File: config.mk
export PLATFORM = sky130hd
export DESIGN_NAME = phase_period_meter
export DESIGN_NICKNAME = d
export VERILOG_FILES = /design/src/rtl/phase_meter_pkg.sv /design/src/rtl/enc_edge_sync.sv /design/src/rtl/phase_period_meter.sv
export SDC_FILE = /design/constraint.sdc
export NUM_CORES = 1
export LEC_CHECK = 0
export ABC_CLOCK_PERIOD_IN_PS = 2950
export BUFFER_PORTS_ARGS = -buffer_cell sky130_fd_sc_hd__buf_2
export CORE_AREA = 2 2 84 106
export DETAILED_ROUTE_END_ITERATION = 16
export DIE_AREA = 0 0 86 108
export HOLD_SLACK_MARGIN = 0.08
export PLACE_DENSITY = 0.73
export REMOVE_ABC_BUFFERS = 1
export SLEW_MARGIN = 30
export SYNTH_ARGS = -nofsm -noshare
export SYNTH_HDL_FRONTEND = slang
export SYNTH_HIERARCHICAL = 1
export SYNTH_SLANG_ARGS = --single-unit
File: constraint.sdc
create_clock -name clk -period 2.95 [get_ports clk]
set_clock_uncertainty 0.15 [all_clocks]
set_input_delay 0 -clock clk [delete_from_list [all_inputs] [get_ports clk]]
set_output_delay 0 -clock clk [all_outputs]
set_load 0.02 [all_outputs]
File: src/rtl/phase_meter_pkg.sv
// Shared types and helpers for the two-channel encoder phase/period meter.
package phase_meter_pkg;

    // Phase measurement FSM: idle, or counting after an A-first / B-first edge
    typedef enum logic [1:0] {
        IDLE   = 2'd0,
        CNT_AB = 2'd1,
        CNT_BA = 2'd2
    } phase_state_t;

    // Increment value, saturating at the all-ones pattern of the given width.
    // Works on a 32-bit carrier so callers of any width up to 32 can share it.
    function automatic logic [31:0] sat_inc(input logic [31:0] value,
                                            input int unsigned  width);
        logic [31:0] max_val;
        max_val = (width >= 32) ? 32'hFFFF_FFFF : ((32'd1 << width) - 32'd1);
        return (value >= max_val) ? max_val : (value + 32'd1);
    endfunction

endpackage

File: src/rtl/enc_edge_sync.sv
// Synchroniser chain plus rising-edge detector for one asynchronous encoder pin.
module enc_edge_sync #(
    parameter int unsigned SYNC_STAGES = 2
) (
    input  logic clk,
    input  logic rst_n,
    input  logic clr,
    input  logic pin,
    output logic rise
);

    logic [SYNC_STAGES-1:0] sync;
    logic                   hist;
    // Shifts in ones after reset/clear; the edge output is enabled only once
    // the history flop has captured a genuine synchronised sample, so a line
    // that is already high when reset/clear drops is not reported as an edge.
    logic [SYNC_STAGES:0]   fill;

    // Synchroniser, history flop and post-clear settling tracker
    always_ff @(posedge clk or negedge rst_n) begin
        if (!rst_n) begin
            sync <= '0;
            hist <= 1'b0;
            fill <= '0;
        end else if (clr) begin
            sync <= '0;
            hist <= 1'b0;
            fill <= '0;
        end else begin
            sync <= {sync[SYNC_STAGES-2:0], pin};
            hist <= sync[SYNC_STAGES-1];
            fill <= {fill[SYNC_STAGES-1:0], 1'b1};
        end
    end

    assign rise = sync[SYNC_STAGES-1] & ~hist & fill[SYNC_STAGES];

endmodule

File: src/rtl/phase_period_meter.sv
// Two-channel encoder timing meter: signed A/B phase offset and A period,
// both in clk cycles, with saturation/timeout flags and 1-cycle valid strobes.
module phase_period_meter
    import phase_meter_pkg::*;
#(
    parameter int unsigned CNT_W       = 16,
    parameter int unsigned SYNC_STAGES = 2
) (
    input  logic             clk,
    input  logic             rst_n,
    input  logic             clr,
    input  logic             enc_a,
    input  logic             enc_b,
    output logic [CNT_W-1:0] phase_cnt,
    output logic             lead_a,
    output logic             phase_valid,
    output logic             phase_ovf,
    output logic [CNT_W-1:0] period_cnt,
    output logic             period_valid,
    output logic             period_ovf
);

    localparam logic [CNT_W-1:0] MAX = '1;
    localparam logic [CNT_W-1:0] ONE = {{(CNT_W-1){1'b0}}, 1'b1};

    logic             rise_a;
    logic             rise_b;
    phase_state_t     state;
    logic [CNT_W-1:0] cnt;
    logic [CNT_W-1:0] per;
    logic             seen_a;

    enc_edge_sync #(.SYNC_STAGES(SYNC_STAGES)) u_sync_a (
        .clk   (clk),
        .rst_n (rst_n),
        .clr   (clr),
        .pin   (enc_a),
        .rise  (rise_a)
    );

    enc_edge_sync #(.SYNC_STAGES(SYNC_STAGES)) u_sync_b (
        .clk   (clk),
        .rst_n (rst_n),
        .clr   (clr),
        .pin   (enc_b),
        .rise  (rise_b)
    );

    // Phase FSM: count from the leading edge to the lagging edge, or time out
    always_ff @(posedge clk or negedge rst_n) begin
        if (!rst_n) begin
            state       <= IDLE;
            cnt         <= '0;
            phase_cnt   <= '0;
            lead_a      <= 1'b0;
            phase_valid <= 1'b0;
            phase_ovf   <= 1'b0;
        end else if (clr) begin
            state       <= IDLE;
            cnt         <= '0;
            phase_cnt   <= '0;
            lead_a      <= 1'b0;
            phase_valid <= 1'b0;
            phase_ovf   <= 1'b0;
        end else begin
            phase_valid <= 1'b0;
            case (state)
                IDLE: begin
                    if (rise_a && rise_b) begin
                        // Coincident edges: zero offset, reported as A leading
                        phase_cnt   <= '0;
                        lead_a      <= 1'b1;
                        phase_ovf   <= 1'b0;
                        phase_valid <= 1'b1;
                    end else if (rise_a) begin
                        cnt   <= ONE;
                        state <= CNT_AB;
                    end else if (rise_b) begin
                        cnt   <= ONE;
                        state <= CNT_BA;
                    end
                end
                CNT_AB: begin
                    if (rise_b) begin
                        phase_cnt   <= cnt;
                        lead_a      <= 1'b1;
                        phase_ovf   <= 1'b0;
                        phase_valid <= 1'b1;
                        if (rise_a) begin
                            cnt <= ONE;
                        end else begin
                            state <= IDLE;
                        end
                    end else if (rise_a) begin
                        // A repeated before B arrived: measure from the newest A
                        cnt <= ONE;
                    end else if (cnt == MAX) begin
                        phase_cnt   <= MAX;
                        lead_a      <= 1'b1;
                        phase_ovf   <= 1'b1;
                        phase_valid <= 1'b1;
                        state       <= IDLE;
                    end else begin
                        cnt <= CNT_W'(sat_inc(32'(cnt), CNT_W));
                    end
                end
                CNT_BA: begin
                    if (rise_a) begin
                        phase_cnt   <= cnt;
                        lead_a      <= 1'b0;
                        phase_ovf   <= 1'b0;
                        phase_valid <= 1'b1;
                        if (rise_b) begin
                            cnt <= ONE;
                        end else begin
                            state <= IDLE;
                        end
                    end else if (rise_b) begin
                        cnt <= ONE;
                    end else if (cnt == MAX) begin
                        phase_cnt   <= MAX;
                        lead_a      <= 1'b0;
                        phase_ovf   <= 1'b1;
                        phase_valid <= 1'b1;
                        state       <= IDLE;
                    end else begin
                        cnt <= CNT_W'(sat_inc(32'(cnt), CNT_W));
                    end
                end
                default: begin
                    state <= IDLE;
                end
            endcase
        end
    end

    // Period counter: A-to-A interval, saturating, first edge only arms it
    always_ff @(posedge clk or negedge rst_n) begin
        if (!rst_n) begin
            seen_a       <= 1'b0;
            per          <= '0;
            period_cnt   <= '0;
            period_valid <= 1'b0;
            period_ovf   <= 1'b0;
        end else if (clr) begin
            seen_a       <= 1'b0;
            per          <= '0;
            period_cnt   <= '0;
            period_valid <= 1'b0;
            period_ovf   <= 1'b0;
        end else begin
            period_valid <= 1'b0;
            if (rise_a) begin
                per    <= ONE;
                seen_a <= 1'b1;
                if (seen_a) begin
                    period_cnt   <= per;
                    period_ovf   <= (per == MAX);
                    period_valid <= 1'b1;
                end
            end else if (seen_a) begin
                per <= CNT_W'(sat_inc(32'(per), CNT_W));
            end
        end
    end

endmodule

* Word level (Yosys, flattened, before mapping)
Cells that the tools add are included.
Word-level totals: register bits after elaboration 84, input port bits 5, output and inout port bits 37
Cells by class: add/sub/neg operators 2, magnitude comparators 2, equality and inequality tests 14, multiplexer cells 78, bitwise gates (word level) 6, reduce and logical (&&, ||, !) cells 11
Operator list (count):
- two-way mux 16 bit | 25
- case mux 16 bit (3 select lines) | 2
- adder 16 x 1 -> 16 bit (second input constant) | 2
- == test 16 bit (second input constant) | 2
- greater-or-equal comparator 16 bit (second input constant) | 2
- two-way mux 1 bit | 32
- two-way mux 2 bit | 13
- != test 4 bit (second input constant) | 6
- != test 3 bit (second input constant) | 4
- case mux 1 bit (3 select lines) | 3
- AND reduction 4 bit | 2
- two-way mux 3 bit | 2
- case mux 2 bit (3 select lines) | 1
- AND reduction 6 bit | 1
- bitwise AND 1 bit | 4
- nonzero test 2 bit | 2
- nonzero test 4 bit | 1
- AND reduction 3 bit | 1
- nonzero test 3 bit | 1
- == test 2 x 1 -> 1 bit (second input constant) | 1
- == test 2 bit (second input constant) | 1
- zero test 2 bit | 1
- NOT 1 bit | 2
- AND reduction 2 bit | 1
- logical AND 1 bit | 1

* Logic depth before layout (Yosys ltp)
word-level depth 8, depth in mapped cells 11, gate-level depth less buffers 8

* Cells and area by module
Netlist, hierarchy kept.
By module, submodules not included:
- phase_period_meter | instances 1, cells each 452, area an instance 4015.1 um^2
- enc_edge_sync | instances 2, cells each 13, area an instance 193.9 um^2

* Worst setup path before layout
OpenSTA, ideal clock, no wires.
path type reg2reg, start register u_sync_a.hist, end register cnt[13], setup time 138 ps, arrival time 2122 ps, required time 2662 ps, setup slack 540 ps, stages on the path, launching flop included 10, clock period less this slack 2410 ps, path through dfrtp_1 and3b_1 buf_2 mux2_2 a21oi_2 or2_2 clkbuf_1 nand3_1 nor4_1 nor4_1
Between the ends: longest elaborated chain between the ends 7, elaborated cells on any way between the ends 14, those cells by class eq/ne: 2; mux: 7; bitwise: 3; reduce/logical: 2
RTL lines:
- start: declaration | line enc_edge_sync.sv:13 | logic hist;
- start signal: assignment | line enc_edge_sync.sv:31 | hist <= sync[SYNC_STAGES-1];
- NOT 1 bit (*) | line enc_edge_sync.sv:36 | assign rise = sync[SYNC_STAGES-1] & ~hist & fill[SYNC_STAGES];
- bitwise AND 1 bit (*) (2 in a row) | line enc_edge_sync.sv:36
- via rise_a | line phase_period_meter.sv:26 | logic rise_a;
- two-way mux 16 bit, on equally long branches | line phase_period_meter.sv:94, phase_period_meter.sv:75
- two-way mux 16 bit, on equally long branches | line phase_period_meter.sv:84, phase_period_meter.sv:69
- case mux 16 bit (3 select lines) | line phase_period_meter.sv:67 | case (state)
- two-way mux 16 bit | line phase_period_meter.sv:58 | end else if (clr) begin
- end signal: assignment | line phase_period_meter.sv:104 | cnt <= CNT_W'(sat_inc(32'(cnt), CNT_W));
- end signal: assignment | line phase_period_meter.sv:127 | cnt <= CNT_W'(sat_inc(32'(cnt), CNT_W));
- end: declaration | line phase_period_meter.sv:29 | logic [CNT_W-1:0] cnt;
Mark *: on every way through the listed nets, which the timed path passes. The rest lies on a longest branch. The select of a mux whose other input is x is not followed. A chain may end at the register's enable or synchronous reset.

* Worst setup path after layout
start register state[1], end register cnt[13]
Between the ends: longest elaborated chain between the ends 3, elaborated cells on any way between the ends 9, those cells by class eq/ne: 4; mux: 2; reduce/logical: 3
RTL lines:
- start: declaration | line phase_period_meter.sv:28 | phase_state_t state;
- start signal: assignment | line phase_period_meter.sv:52 | state <= IDLE;
- start signal: assignment | line phase_period_meter.sv:59 | state <= IDLE;
- start signal: assignment | line phase_period_meter.sv:77 | state <= CNT_AB;
- == test 2 x 1 -> 1 bit (tied with other cells) | line phase_period_meter.sv:67
- != test 4 bit (no line) (tied with other cells)
- AND reduction 3 bit (no line) / two-way mux 16 bit (equally long branches)
Parallel ways exist; a longest one is shown, timed or not.

==> key figures <==
Synth
  – Count of different cell masters after synthesis: 62
  – Cell Area, Synth: 4400 um^2
  – Post-synth top flop: dfrtp_1
  – Average size of a mapped cell: 9.21 um^2
  – Yosys warns: 6
  – Post-synth EDFFs: 0
  – Synthesized flop and latch total: 84
  – Async S/R FF share, synth: 100%
  – Post-synthesis cell count: 478
  – Register area share after synthesis: 47.7%

Die
  – I/O pin cnt: 42
  – Initial Utilization: 53.7%
  – Die Width: 86 um
  – DIE AREA: 9290 um^2
  – FP Rows: 37
  – Chip Height: 108 um
  – Core Area: 8190 um^2

Clock tree
  – Clk root buf: clkbuf_8
  – Post-CTS Setup Bufs: 0
  – CTS buffer count: 9
  – Worst skew pair latency: 0.37 ns
  – Clk sinks: 84
  – Htree depth: 3
  – Clk slew on worst S/H paths: 0.09 ns
  – CTS tree: yes
  – Clk buf depth: 2

Power
  – Pwr per Cell Area: 618 nW/um^2
  – Flop pwr share: 45.2%
  – Leak Pwr: 2.30 nW
  – Switching part of the total power: 38.1%
  – Switch Pwr: 0.00116 W
  – Clock share of power: 23.7%
  – Max VDD drop: 0.502 mV
  – Combinational fraction of design power: 31.1%
  – Int Power: 0.00188 W

Critical path
  – R2r setup slk: 0.36 ns
  – Nature of the critical path endpoint: register
  – Critical path class: reg -> reg
  – Arrival @ worst endpoint: 2.66 ns
  – R2R cell count: 8
  – Req. time, crit path: 3.02 ns
  – RR Endpoint: cnt[13]
  – Worst R2R Start: state[1]
  – CP Launch Type: register
  – Max FO, Critical Path: 8

Finish
  – P&R area growth vs syn: 11.6%
  – Fillers: 701
  – Share of cells above drive strength 1: 16.3%
  – Nets: 529
  – Antenna cells: 0
  – Final Instance Area: 4910 um^2

Run status
  – Outcome: completed

Route
  – Via density: 6.42
  – Routed via count: 3975
  – WL/cell: 19.0 um
  – Detailed Route WL: 11.8 mm
  – DR DRC count: 0
  – Post-DRT Antenna Nets: 0
  – DR iter-0 viols: 274
  – First drt pass iteration count: 4

Timing
  – Fin crit period: 2.59 ns
  – RSZ-0062 raised after global routing: no
  – Final Setup Violations: 0
  – Final count of pins violating max slew: 0
  – Worst hold margin: 0.0987 ns
  – Final worst path period share: 87.7%
  – Least-Margin Pin Slew: 0.749 ns
  – Setup TNS: 0 ns
  – Fin. Hold Viols: 0
  – Relative slew margins: 50.1%
  – F_max: 386 MHz

Min path
  – Hold Crit Class: in -> async

Global route
  – Largest net degree at the start of global routing: 85
  – First-pass GRT wire length: 19.2 mm
  – GRT Util Overall: 26.6%
  – Antenna violations before repair: 0
  – GRT overflow: 0
  – Vias in the first global route: 3872

Placed design
  – Detailed Place HPWL: 8.13 mm
  – Placement Cell Area: 4700 um^2
  – IO Port Bufs: 41
  – GPL Wtd Cong: 0.890

Run
  – Number of max-cap violations: 0
## layout by cell type (no fill, tap or decap), drive strengths merged, types with 6 or more instances in the layout
cell type	count
dlygate4sd3	6
nand4	10
a22o	23
buf	56
a21oi	49
a211oi	7
dfrtp	84
inv	17
nor2	31
and3	13
a31oi	9
nand2	50
nor4	7
o21ai	37
ha	6
nor2b	14
clkbuf	10
nand3	23
## state kept, by name, summed over array words and instances (netlist names), 2 cells and up
signal / cells
phase_cnt: 16
u_sync_b/sync: 2
cnt: 16
state: 2
u_sync_b/fill: 3
u_sync_a/fill: 3
u_sync_a/sync: 2
per: 16
period_cnt: 16
## timing repair
action                                 4_1_cts  5_1_grt
resized for setup                            0        0
endpoints found under the hold margin      100        0
hold buffers                                 6        0
## per-layer routing
metal | vias up | share of wire (%) | GRT usage (%)
met5 | - | 0 | 0
met4 | 0 | 3.3 | 14.1
met3 | 34 | 5.9 | 4.58
met2 | 190 | 51 | 44.4
met1 | 1905 | 40 | 32.9
li1 | 1846 | - | -
## critical path, cell delays in order, from the launching register on
cell and delay, ns:
dfrtp_1 0.39, inv_1 0.07, ha_1 0.29, mux2_2 0.33, a21oi_2 0.36, or2_2 0.28
nand3_1 0.19, nor4_1 0.28, nor4_1 0.09
## Yosys cell counts (9+ instances only)
master    instances  share of area (%)
o21ai_0          35                4.0
a31oi_1           9                1.3
nor2_1           30                2.6
a22o_1           23                4.6
nand3_1          22                2.5
nand4_1           9                1.3
nor2b_1          14                2.0
and3_1           12                1.7
nand2_1          50                4.3
inv_1            17                1.4
a21oi_1          48                5.5
clkbuf_1         20                1.7
dfrtp_1          84                 48
## worst max path at each step
| stage | from | end | slack [ns] | depth (start not counted) |
|---|---|---|---|---|
| final | state[1] | cnt[13] | 0.36 | 8 |
| after global routing | state[0] | cnt[13] | 0.20 | 8 |
| after CTS | state[0] | cnt[13] | 0.40 | 8 |
| after detailed placement | state[0] | cnt[13] | 0.42 | 8 |
| after global placement | state[0] | cnt[13] | 0.49 | 8 |
| after floorplan | u_sync_a/hist | cnt[11] | 0.48 | 6 |
## power groups by stage
stage | Combinational, W | Clock [W] | Sequential [W]
2_1_floorplan | 0.000601 | 0 | 0.00137
3_3_place_gp | 0.000895 | 0 | 0.00139
4_1_cts | 0.000921 | 0.000727 | 0.00137
3_5_place_dp | 0.000909 | 0 | 0.00139
6_report | 0.000944 | 0.000720 | 0.00137
5_1_grt | 0.00103 | 0.000778 | 0.00139
## logic make-up after synthesis
family,count (synthesis),share of synthesized area [%]
simple gates,163,18.7
buf+inv,50,4.92
xor+xnor,1,0.199
mux,2,0.483
compound gates,172,26.2
flops,84,47.7
fa+ha+maj,6,1.70
## through the flow
| step | utilization [%] | setup slack, ns | cells | total power, W |
|---|---|---|---|---|
| 3_3_place_gp | 57.3 | 0.489 | 598 | 0.00228 |
| 5_1_grt | 60.0 | 0.202 | 619 | 0.00319 |
| 6_report | 60.0 | 0.362 | 619 | 0.00304 |
| 2_1_floorplan | - | 0.482 | 445 | 0.00197 |
| 3_5_place_dp | 57.3 | 0.421 | 598 | 0.00230 |
| 4_1_cts | 60.0 | 0.398 | 619 | 0.00301 |
## final cells by class
cell class              count  area (um^2)  area share, %
inverters                  17         63.8           1.30
clock inverters             5         30.0          0.611
multi-input cells         344         2080           42.4
flip-flops and latches     84         2100           42.8
well taps                  97          121           2.47
repair buffers             62          384           7.82
clock buffers              10          128           2.60
Power figures use the tool's default switching activity.
